<file path="src/rtl/demux1to8_32bit_buf.sv">
// 1-to-8 routing demultiplexer: one producer fans out to eight single-entry channel buffers,
// with a broadcast mode that loads every channel in one all-or-nothing transfer.
module demux1to8_32bit_buf #(
  parameter int WIDTH = 32,
  parameter int NCH   = 8,
  parameter int CNT_W = 16
) (
  input  logic                   clk,
  input  logic                   rst_n,
  input  logic [WIDTH-1:0]       in_data,
  input  logic [2:0]             in_sel,
  input  logic                   in_bcast,
  input  logic                   in_valid,
  output logic                   in_ready,
  output logic [NCH*WIDTH-1:0]   out_data,
  output logic [NCH-1:0]         out_valid,
  input  logic [NCH-1:0]         out_ready,
  output logic [CNT_W-1:0]       xfer_cnt,
  output logic                   busy
);

  logic [NCH-1:0]       can_s;
  logic                 in_ready_s;
  logic                 acc_s;
  logic [NCH-1:0]       load_s;
  logic [NCH*WIDTH-1:0] data_d, data_q;
  logic [NCH-1:0]       valid_d, valid_q;
  logic [CNT_W-1:0]     cnt_d, cnt_q;
  logic                 busy_d, busy_q;

  // Acceptance: a channel can take a word when empty or draining this cycle.
  always_comb begin
    can_s = ~valid_q | out_ready;
    if (in_bcast) begin
      in_ready_s = &can_s;
    end else begin
      in_ready_s = can_s[in_sel];
    end
    acc_s = in_valid & in_ready_s;
  end

  // Load mask: in_valid gates everything, so X on sel/bcast while idle never reaches state.
  always_comb begin
    load_s = {NCH{1'b0}};
    if (acc_s) begin
      if (in_bcast) begin
        load_s = {NCH{1'b1}};
      end else begin
        load_s[in_sel] = 1'b1;
      end
    end else begin
      load_s = {NCH{1'b0}};
    end
  end

  // Next state of channel buffers, transfer counter and busy flag.
  always_comb begin
    data_d  = data_q;
    valid_d = valid_q;
    for (int k = 0; k < NCH; k++) begin
      if (load_s[k]) begin
        data_d[k*WIDTH +: WIDTH] = in_data;
        valid_d[k]               = 1'b1;
      end else if (out_ready[k]) begin
        valid_d[k] = 1'b0;
      end else begin
        valid_d[k] = valid_q[k];
      end
    end
    if (acc_s) begin
      cnt_d = cnt_q + {{(CNT_W-1){1'b0}}, 1'b1};
    end else begin
      cnt_d = cnt_q;
    end
    busy_d = |valid_d;
  end

  // State registers.
  always_ff @(posedge clk or negedge rst_n) begin
    if (!rst_n) begin
      data_q  <= {(NCH*WIDTH){1'b0}};
      valid_q <= {NCH{1'b0}};
      cnt_q   <= {CNT_W{1'b0}};
      busy_q  <= 1'b0;
    end else begin
      data_q  <= data_d;
      valid_q <= valid_d;
      cnt_q   <= cnt_d;
      busy_q  <= busy_d;
    end
  end

  assign in_ready  = in_ready_s;
  assign out_data  = data_q;
  assign out_valid = valid_q;
  assign xfer_cnt  = cnt_q;
  assign busy      = busy_q;

endmodule

</file>
<file path="config.mk">
export PLATFORM = sky130hd
export DESIGN_NAME = demux1to8_32bit_buf
export DESIGN_NICKNAME = d
export VERILOG_FILES = /design/src/rtl/demux1to8_32bit_buf.sv
export SDC_FILE = /design/constraint.sdc
export NUM_CORES = 1
export LEC_CHECK = 0
export CORE_MARGIN = 10
export CORE_UTILIZATION = 40
export DETAILED_ROUTE_END_ITERATION = 16
export HOLD_SLACK_MARGIN = 0.08
export PLACE_DENSITY = 0.69
export SLEW_MARGIN = 15
export SYNTH_ARGS = -nofsm -noshare
export SYNTH_HDL_FRONTEND = slang
export SYNTH_SLANG_ARGS = --single-unit
export TNS_END_PERCENT = 5
</file>
<file path="constraint.sdc">
create_clock -name clk -period 3 [get_ports clk]
set_input_delay 0.45 -clock clk [delete_from_list [all_inputs] [get_ports clk]]
set_output_delay 0.45 -clock clk [all_outputs]
set_load 0.05 [all_outputs]
</file>
Word level (Yosys, flattened, before mapping)
Index checks and enable logic that the tools add are counted.
- flip-flop bits (word level): 281
- input port bits: 47
- output and inout bits: 282
- $add $sub $neg: 1
- $lt $le $gt $ge: 2
- muxes and demuxes: 23
- bitwise gates (word level): 3
- reduce and logical (&&, ||, !) cells: 3
- operator list (operator ; number):
    1-bit two-way mux ; 19
    16-bit by 1-bit adder with 16-bit output, second input constant ; 1
    8-bit two-way mux ; 2
    8-bit NOT ; 1
    8-bit bitwise OR ; 1
    8-bit AND reduction ; 1
    8-bit OR reduction ; 1
    3-bit by 4-bit < comparator with 1-bit output, second input constant ; 1
    1-bit binary-select mux with 3-bit select ; 1
    1-bit demux with 3-bit select ; 1
    3-bit by 1-bit greater-or-equal comparator with 1-bit output, second input constant ; 1
    1-bit bitwise AND ; 1
    1-bit logical AND ; 1

Longest topological paths before layout
Gate-level depths: netlist of run 1.
- depth in word-level cells: 9
- mapped depth: 8
- depth with buffers taken out: 5

Least setup slack after synthesis of run 1
No wires, ideal clock.
- path kind: register to register
- start: register valid_q[4], in the netlist out_valid[4]
- end: register data_q[246], in the netlist out_data[246]
- setup time: 0.125 ns
- data arrival time: 2.237 ns
- required time: 2.875 ns
- path slack: 0.638 ns
- stages on the path, launching flop included: 8
- cells stage by stage: dfrtp_1 -> nor4b_2 -> o31ai_4 -> nor4b_4 -> a21o_1 -> buf_6 -> buf_8 -> mux2_4
- word-level cells in the longest chain between the ends: 7
- elaborated cells between the ends (all ways): 8
- RTL lines (what ; line ; text):
    start, declared ; 27 ; logic [NCH-1:0] valid_d, valid_q;
    start signal, assigned ; 82 ; valid_q <= {NCH{1'b0}};
    start signal, assigned ; 87 ; valid_q <= valid_d;
    8-bit NOT * ; 33 ; can_s = ~valid_q | out_ready;
    8-bit bitwise OR * ; 33 ;
    1-bit binary-select mux with 3-bit select ; 37 ; in_ready_s = can_s[in_sel];
    1-bit two-way mux (not written as such) ; 37 ;
    1-bit two-way mux * ; 34 ; if (in_bcast) begin
    1-bit bitwise AND * ; 39 ; acc_s = in_valid & in_ready_s;
    8-bit two-way mux * ; 45 ; if (acc_s) begin
    end signal, assigned ; 81 ; data_q <= {(NCH*WIDTH){1'b0}};
    end signal, assigned ; 86 ; data_q <= data_d;
    end, declared ; 26 ; logic [NCH*WIDTH-1:0] data_d, data_q;
Mark *: on every way between the ends. The rest lies on a longest branch, timed or not. The select of a mux whose other input is x is not followed.
A chain may end at the register's enable or synchronous reset.

Final worst setup path of run 1
- start: input in_sel[0]
- end: output in_ready
- word-level cells in the longest chain between the ends: 3
- RTL lines (what ; line ; text):
    start, declared ; 11 ; input logic [2:0] in_sel,
    1-bit binary-select mux with 3-bit select ; 37 ;
    1-bit two-way mux (not written as such) ; 37 ;
    1-bit two-way mux ; 34 ;
    end, declared ; 14 ; output logic in_ready,
No other way between the ends. The select of a mux whose other input is x is not followed.

==> reports/results.tsv, run 1 <==
stage	metric	value	unit
layout	Area growth, synth to finish	43.2	%
yosys	#FFs+latches synth	281	
drt	drt via density	4.89	
run	MaxCap Viol Count	0	
global_routing	All-Layer GR Usage	0.182	
clocking	cts bufs inserted	31	
setup_path	crit-path cells	clkdlybuf4s50_1 -> buf_4 -> or3_1 -> o22ai_2 -> nor2_1 -> a32o_1 -> buf_4	
die	Std-Cell Rows	61	
drt	DR vias	7007	
drt	router iterations before antenna repair	4	
sta	Fin. Hold Viols	0	
yosys	synth warn	0	
drt	# DRC	0	
setup_path	Startpoint Class	input port	
global_routing	first-pass GRT wire length	50100	um
yosys	Mapped Cells	674	
layout	layout cells sized above 1	0.270	
drt	drt initial violations	235	
yosys	Seq/Total Area, Yosys	0.623	
sta	clock skew	0.00751	ns
setup_path	worst reg2reg endpoint	out_data[6]	
yosys	Post-Synth XOR/XNOR Area	0.0116	
yosys	post-synthesis mux area share	0.276	
die	Die H	188	um
layout	commonest cells after routing, fill and taps aside	clkdlybuf4s50_1 (326), dfrtp_1 (281), mux2_2 (133), mux2_1 (65), mux2_4 (59)	
global_routing	initial antenna violation count	2	
setup_path	CP max FO	7	
die	core area	27800	um^2
clocking	CTS clk-pin slew, worst paths	0.06	ns
yosys	syn nets	722	
setup_path	most frequent CP cell	buf_4	
sta	FMAX	0.347	GHz
outcome	status	finished clean	
drt	Antenna Nets Post-Route	0	
yosys	Synth Area in Compound Gates	0.0254	
setup_path	worst r2r src	out_valid[7]	
die	I/O pins	329	
setup_path	crit-path max cell delay	0.53	ns
yosys	post-synth cell types	44	
sta	unrepaired setup endpoints after global routing	false	
die	Die W	188	um
yosys	post-synthesis adder-cell area fraction	0.00111	
setup_path	Worst Path Arrival	2.43	ns
yosys	ys flop type	dfrtp_1	
sta	measured slew at the worst slew-check pin	0.616	ns
placement	DP HPWL	23400	um
yosys	largest family of logic cells by synthesized area	multiplexers	
setup_path	Worst Path Required	2.55	ns
yosys	Synth async-reset ratio	1.00	
yosys	Syn Area/Cell	16.7	um^2
clocking	Worst-Skew Late Latency	0.55	ns
die	Total Die Area	35300	um^2
sta	Pins Over Slew Limit	0	
setup_path	reg2reg path depth	7	
clocking	CTS H-tree depth	1	
placement	Buffers on Ports	328	
die	starting density of the core	0.406	
drt	post-DR wirelength/cell	22.9	um
global_routing	aggregate global routing overflow	0	
setup_path	Crit Path Category	input port to output port	
yosys	Post-synth EDFFs	0	
worst_hold_path	Hold Crit Class	input port to asynchronous set/reset pin	
sta	final setup TNS	0	ns
yosys	Synth Area in Simple Gates	0.0299	
layout	commonest non-fill, non-tap cell in the layout	clkdlybuf4s50_1	
setup_path	CP max-delay cell	clkdlybuf4s50_1	
setup_path	crit path capture type	output port	
sta	Max-Slew Margin vs Limit	0.588	
global_routing	vias in the first global route	7605	
sta	crit path time final	2.88	ns
drt	WL final	32900	um
clocking	root buf cell	clkbuf_16	
placement	gpl congestion	0.859	
yosys	Syn Std Cell Area	11300	um^2
clocking	Max Root-Sink Buffers	3	
setup_path	reg-to-reg setup timing slack	0.79	ns
sta	final setup vio count	0	
layout	nets	1079	
clocking	CTS tree	done	
global_routing	largest net degree at the start of global routing	75	
sta	final worst path period share	0.960	
clocking	CTS sink cnt	281	
-- what timing repair did --
action	4_1_cts	5_1_grt
setup buffers	0	0
hold buffers	1	0
gates resized for setup	0	0
endpoints found under the hold margin	68	0
-- cells in the mapped netlist, drive strengths merged, types with 2 or more instances --
library cell,count,area [um^2]
a21o,4,30.0
a31oi,4,70.1
and3,2,12.5
and4,2,20.0
buf,32,342
dfrtp,281,7030
inv,6,22.5
mux2,257,3120
nand2,10,37.5
nand2b,12,75.1
nand3,3,15.0
nand4,3,18.8
nor2,6,25.0
nor4,4,31.3
nor4b,2,38.8
o2111ai,5,43.8
o211ai,5,37.5
o21ai,6,30.0
or3b,2,17.5
xnor2,15,131
-- through the flow --
| step | hold WS [ns] | setup slack (ns) | area [um^2] | util | cells |
|---|---|---|---|---|---|
| floorplan | 0.154 | 0.638 | 11300 | - | 674 |
| global placement | 0.463 | 0.161 | 15100 | 0.544 | 1375 |
| detailed placement | 0.468 | 0.132 | 15100 | 0.544 | 1375 |
| CTS | 0.474 | 0.135 | 16200 | 0.581 | 1432 |
| global route | 0.490 | 0.0483 | 16200 | 0.581 | 1433 |
| finish | 0.471 | 0.121 | 16200 | 0.581 | 1433 |
-- how the worst max path moves through the flow --
stage,slack [ns],endpoint,startpoint
6_report,0.12,in_ready,in_sel[0]
5_1_grt,0.05,in_ready,in_sel[0]
4_1_cts,0.14,in_ready,in_sel[0]
3_5_place_dp,0.13,out_data[60],in_sel[0]
3_3_place_gp,0.16,out_data[220],in_sel[0]
2_1_floorplan,0.64,out_data[246],out_valid[4]
-- cell families (layout without fill, tap and decap cells) --
family                     after synthesis  count (layout)
other                                    0               1
AOI/OAI and AO/OA                       30              30
muxes                                  257             257
and+or+nand+nor                         51              51
xor gates and xnor gates                15              15
adders and majority gates                1               1
buffers and inverters                   39             419
DFF                                    281             281
-- state kept, by name (all words and copies together) (netlist names) --
register,cells
xfer_cnt,16
out_data,256
busy,1
out_valid,8
-- area by class of cell --
| class | instances | area [um^2] |
|---|---|---|
| Clock inverter | 9 | 123 |
| Sequential cell | 281 | 7030 |
| Multi-Input combinational cell | 354 | 3900 |
| Clock buffer | 47 | 906 |
| Fill cell | 2275 | 11600 |
| Antenna cell | 1 | 2.50 |
| Tap cell | 378 | 473 |
| Inverter | 6 | 22.5 |
| Timing Repair Buffer | 357 | 3690 |
-- layer usage --
| metal | track usage | up-vias | routed length (um) |
|---|---|---|---|
| met5 | 0 | - | 16 |
| met4 | 0.0455 | 2 | 745 |
| met3 | 0.0805 | 44 | 3250 |
| met2 | 0.298 | 233 | 15700 |
| met1 | 0.214 | 3605 | 13200 |
| li1 | - | 3123 | - |
-- critical path, delay by kind of cell --
kind | cells | cell delay, ns
AOI/OAI and AO/OA | 2 | 0.52
and+or+nand+nor | 2 | 0.51
buffers and inverters | 3 | 0.94
Power of run 1 is left out: the tool's default activity adds up to more than one toggle a clock period on the data nets, which glitch-free logic cannot reach.
==> inputs of run 2 (changes only) <==
SKIP_CTS_REPAIR_TIMING = 1   (was default)
==> run 2 against run 1 <==
Compared with the run above:
- via count about the same
- count of clock-buffer cells in the layout did not move
- register-to-register slack is essentially flat
- die area did not move
- flip-flop and latch count unchanged
- first-iteration DRC count fell by 7.7%
- clock skew shrank 0.0016 ns
- cell area did not move
==> reports/results.tsv, run 2 (same netlist as run 1, synthesis figures left out) <==
stage	metric	value	unit
sta	Fin. Hold Viols	0	
clocking	CTS H-tree depth	1	
setup_path	Crit Path Category	input port to output port	
die	Die H	188	um
sta	measured slew at the worst slew-check pin	0.626	ns
drt	router iterations before antenna repair	4	
drt	metal3 WL	3260	um
layout	max FFs per register	256	
drt	# DRC	0	
layout	nets	1079	
sta	FMAX	0.348	GHz
global_routing	vias in the first global route	7606	
setup_path	crit-path cells	clkdlybuf4s50_1 -> buf_4 -> or3_1 -> o22ai_2 -> nor2_1 -> a32o_1 -> buf_4	
layout	commonest non-fill, non-tap cell in the layout	clkdlybuf4s50_1	
layout	commonest cells after routing, fill and taps aside	clkdlybuf4s50_1 (326), dfrtp_1 (281), mux2_2 (133), mux2_1 (65), mux2_4 (59)	
global_routing	All-Layer GR Usage	0.182	
placement	DP HPWL	23400	um
sta	Pins Over Slew Limit	0	
clocking	cts bufs inserted	31	
drt	drt via density	4.89	
sta	fin worst setup slack	0.123	ns
layout	Area growth, synth to finish	43.2	%
setup_path	most frequent CP cell	buf_4	
drt	highest metal used	met5	
die	I/O pins	329	
setup_path	Startpoint Class	input port	
sta	clock skew	0.00595	ns
layout	layout cells sized above 1	0.270	
drt	wire length on met1	13200	um
layout	Reg area	7030	um^2
setup_path	crit path capture type	output port	
placement	Setup WS pre-CTS	0.132	ns
global_routing	aggregate global routing overflow	0	
sta	final setup TNS	0	ns
drt	DR vias	7013	
setup_path	Worst Path Required	2.55	ns
clocking	root buf cell	clkbuf_16	
die	Die W	188	um
outcome	status	finished clean	
drt	metal2 WL	15600	um
global_routing	first-pass GRT wire length	50100	um
die	Total Die Area	35300	um^2
placement	gpl congestion	0.859	
drt	post-DR wirelength/cell	22.9	um
setup_path	crit-path max cell delay	0.53	ns
placement	Buffers on Ports	328	
drt	drt initial violations	217	
layout	fin cells	1433	
placement	DP Cell Count	1375	
clocking	CTS tree	done	
setup_path	CP max FO	7	
die	core area	27800	um^2
global_routing	largest net degree at the start of global routing	75	
die	Std-Cell Rows	61	
run	MaxCap Viol Count	0	
layout	final instance area	16200	um^2
die	starting density of the core	0.406	
placement	Post-Place Cell Area	15100	um^2
sta	final worst path period share	0.959	
worst_hold_path	Hold Crit Class	input port to asynchronous set/reset pin	
global_routing	initial antenna violation count	2	
clocking	CTS sink cnt	281	
layout	area of the multi-input gates	3900	um^2
sta	Max-Slew Margin vs Limit	0.582	
clocking	CTS clk-pin slew, worst paths	0.06	ns
drt	Antenna Nets Post-Route	0	
sta	crit path time final	2.88	ns
layout	fill count	2275	
sta	final setup vio count	0	
drt	WL final	32900	um
sta	unrepaired setup endpoints after global routing	false	
clocking	Worst-Skew Late Latency	0.54	ns
setup_path	CP max-delay cell	clkdlybuf4s50_1	
setup_path	Worst Path Arrival	2.43	ns
clocking	Max Root-Sink Buffers	3	
## run 2: cell counts in the layout (fill, tap and decap cells not counted)
No cell type changed its count.
## run 2: worst paths after layout
| path | startpoint | to | slack, ns | depth (start not counted) |
|---|---|---|---|---|
| max reg2reg | out_valid[7] | out_data[6] | 0.80 | 7 |
| max | in_sel[0] | in_ready | 0.12 | 7 |
| min | rst_n | out_data[35] | 0.47 | 2 |
| min reg2reg | xfer_cnt[15] | xfer_cnt[15] | 0.48 | 1 |
| max in group asynchronous | rst_n | out_data[241] | 1.74 | 3 |
| min in group clk | xfer_cnt[15] | xfer_cnt[15] | 0.48 | 1 |
## run 2: per-layer routing
| metal | up-vias | track usage |
|---|---|---|
| met3 | 45 | 0.0805 |
| met5 | - | 0 |
| met2 | 237 | 0.298 |
| met1 | 3605 | 0.214 |
| li1 | 3124 | - |
| met4 | 2 | 0.0455 |
## run 2: layout make-up
cell class,instances,share of cell area
Clock inverter,9,0.00759
Antenna cell,1,0.000155
Timing Repair Buffer,357,0.229
Tap cell,378,0.0293
Clock buffer,47,0.0561
Multi-Input combinational cell,354,0.242
Inverter,6,0.00139
Sequential cell,281,0.435
## run 2: through the flow
stage               hold WS (ns)   util
floorplan                  0.154      -
global placement           0.463  0.544
detailed placement         0.468  0.544
CTS                       -0.117  0.581
global route               0.490  0.581
finish                     0.474  0.581
## run 2: critical path, delay by kind of cell
kind | cells | cell delay (ns)
AO/OA/AOI/OAI | 2 | 0.52
buffers and inverters | 3 | 0.93
AND/OR/NAND/NOR | 2 | 0.51
Power of run 2 is left out for the same reason.
==> inputs of run 3 (changes only) <==
--- a/config.mk
+++ b/config.mk
@@ -12,2 +12,3 @@
 export PLACE_DENSITY = 0.69
+export RECOVER_POWER = 100
 export SKIP_CTS_REPAIR_TIMING = 1
==> constraint.sdc (replaced) <==
create_clock -name clk -period 3 [get_ports clk]
set_input_delay 0.6 -clock clk [delete_from_list [all_inputs] [get_ports clk]]
set_output_delay 0.6 -clock clk [all_outputs]
set_load 0.05 [all_outputs]
==> run 3 against run 2 <==
Compared with the run above:
- the run now ends with max-capacitance violations, max-slew violations left
- cell area decreased by 2.5%
- count of clock-buffer cells in the layout increased by 1
- critical path depth decreased by 1
- critical endpoint unchanged
- setup slack improved by 0.063 ns
- non-clock buffer count increased by 8
==> reports/results.tsv, run 3 (same netlist as run 1, synthesis figures left out) <==
stage	metric	value	unit
outcome	status	complete, but fails checks	
outcome	failing checks	max-capacitance violations, max-slew violations	
layout	commonest cells after routing, fill and taps aside	dlygate4sd3_1 (284), dfrtp_1 (281), mux2_2 (132), mux2_1 (118), clkdlybuf4s50_1 (40)	
die	Std-Cell Rows	61	
sta	FMAX	0.355	GHz
die	Die H	188	um
layout	area of the multi-input gates	3650	um^2
drt	post-DR wirelength/cell	23.1	um
layout	commonest non-fill, non-tap cell in the layout	dlygate4sd3_1	
die	core area	27800	um^2
sta	final setup TNS	0	ns
setup_path	Worst Path Arrival	2.21	ns
sta	clock skew	0.00662	ns
drt	Antenna Nets Post-Route	0	
clocking	Max Root-Sink Buffers	3	
sta	final worst path period share	0.938	
drt	router iterations before antenna repair	4	
setup_path	reg-to-reg setup timing slack	0.36	ns
sta	crit path time final	2.81	ns
layout	Area growth, synth to finish	39.5	%
layout	nets	1086	
worst_hold_path	Hold Crit Class	register to register	
sta	measured slew at the worst slew-check pin	2.05	ns
setup_path	crit-path cells	dlygate4sd3_1 -> nand2b_1 -> o22ai_2 -> nor2_1 -> a32o_1 -> buf_4	
sta	unrepaired setup endpoints after global routing	false	
layout	fill count	2299	
global_routing	All-Layer GR Usage	0.185	
setup_path	worst r2r src	out_valid[6]	
clocking	root buf cell	clkbuf_16	
die	Total Die Area	35300	um^2
sta	Max-Slew Margin vs Limit	-0.368	
setup_path	CP max-delay cell	dlygate4sd3_1	
layout	layout cells sized above 1	0.210	
placement	DP HPWL	23900	um
drt	DR vias	7117	
global_routing	largest net degree at the start of global routing	78	
global_routing	vias in the first global route	7644	
placement	gpl congestion	0.819	
sta	Pins Over Slew Limit	75	
setup_path	Worst Setup SP	out_ready[0]	
setup_path	CP max FO	3	
die	Die W	188	um
layout	max FFs per register	256	
setup_path	crit-path max cell delay	0.59	ns
placement	Post-Place Cell Area	15200	um^2
placement	Buffers on Ports	328	
layout	fin util	0.567	
clocking	CTS tree	done	
worst_hold_path	Min-Delay Endpoint	out_data[105]	
setup_path	Startpoint Class	input port	
setup_path	Worst Path Required	2.40	ns
drt	drt via density	4.95	
setup_path	crit path capture type	output port	
die	I/O pins	329	
setup_path	Crit Path Category	input port to output port	
layout	final instance area	15700	um^2
clocking	CTS sink cnt	281	
clocking	cts bufs inserted	30	
clocking	CTS clk-pin slew, worst paths	0.06	ns
die	starting density of the core	0.406	
sta	Fin. Hold Viols	0	
setup_path	worst reg2reg endpoint	out_data[139]	
global_routing	initial antenna violation count	3	
drt	# DRC	0	
global_routing	first-pass GRT wire length	51100	um
worst_hold_path	hold path start	out_data[105]	
layout	Reg area	7030	um^2
clocking	Worst-Skew Late Latency	0.54	ns
run	MaxCap Viol Count	1	
clocking	CTS H-tree depth	1	
worst_hold_path	worst hold path depth	1	
drt	drt initial violations	338	
drt	WL final	33200	um
sta	final setup vio count	0	
global_routing	aggregate global routing overflow	0	
setup_path	reg2reg path depth	6	
run 3: changes by cell type in the layout (fill, tap and decap cells not counted), sizes merged:
cell / previous run / this run
buf: 30 / 15
clkinvlp: 1 / 0
clkdlybuf4s50: 326 / 40
clkbuf: 47 / 70
bufinv: 3 / 1
dlygate4sd3: 1 / 284
dlymetal6s2s: 0 / 4
run 3: worst max path at each step:
stage	end	slack (ns)	depth (start not counted)
floorplan	in_ready	0.54	5
global placement	out_data[220]	-0.009	7
detailed placement	out_data[222]	-0.02	7
CTS	in_ready	-0.01	6
global route	out_data[49]	0.11	8
finish	in_ready	0.19	6
run 3: through the flow:
stage               hold slack, ns  worst slack [ns]  instances
floorplan                    0.304             0.545        674
CTS                         0.0627           -0.0140       1437
global placement             0.466          -0.00920       1383
finish                       0.476             0.186       1439
global route                 0.490             0.115       1439
detailed placement           0.474           -0.0170       1383
run 3: final cells by class:
class,count,area share
diodes,1,0.000159
repair buffers,365,0.228
well taps,378,0.0300
clock buffers,48,0.0578
inverters,6,0.00143
multi-input cells,354,0.232
flip-flops and latches,281,0.447
clock inverters,6,0.00350
run 3: routing by layer:
layer / track usage / up-vias / part of all wire
met5: 0 / - / 0.00081
met3: 0.0716 / 46 / 0.088
met1: 0.229 / 3678 / 0.42
li1: - / 3162 / -
met2: 0.303 / 227 / 0.47
met4: 0.0388 / 4 / 0.018
run 3: critical path: cells and delay by family:
family                 cells  cell delay [ns]
AO/OA/AOI/OAI              2             0.49
buffers and inverters      2             0.79
AND/OR/NAND/NOR            2             0.33
Power of run 3 is left out for the same reason.
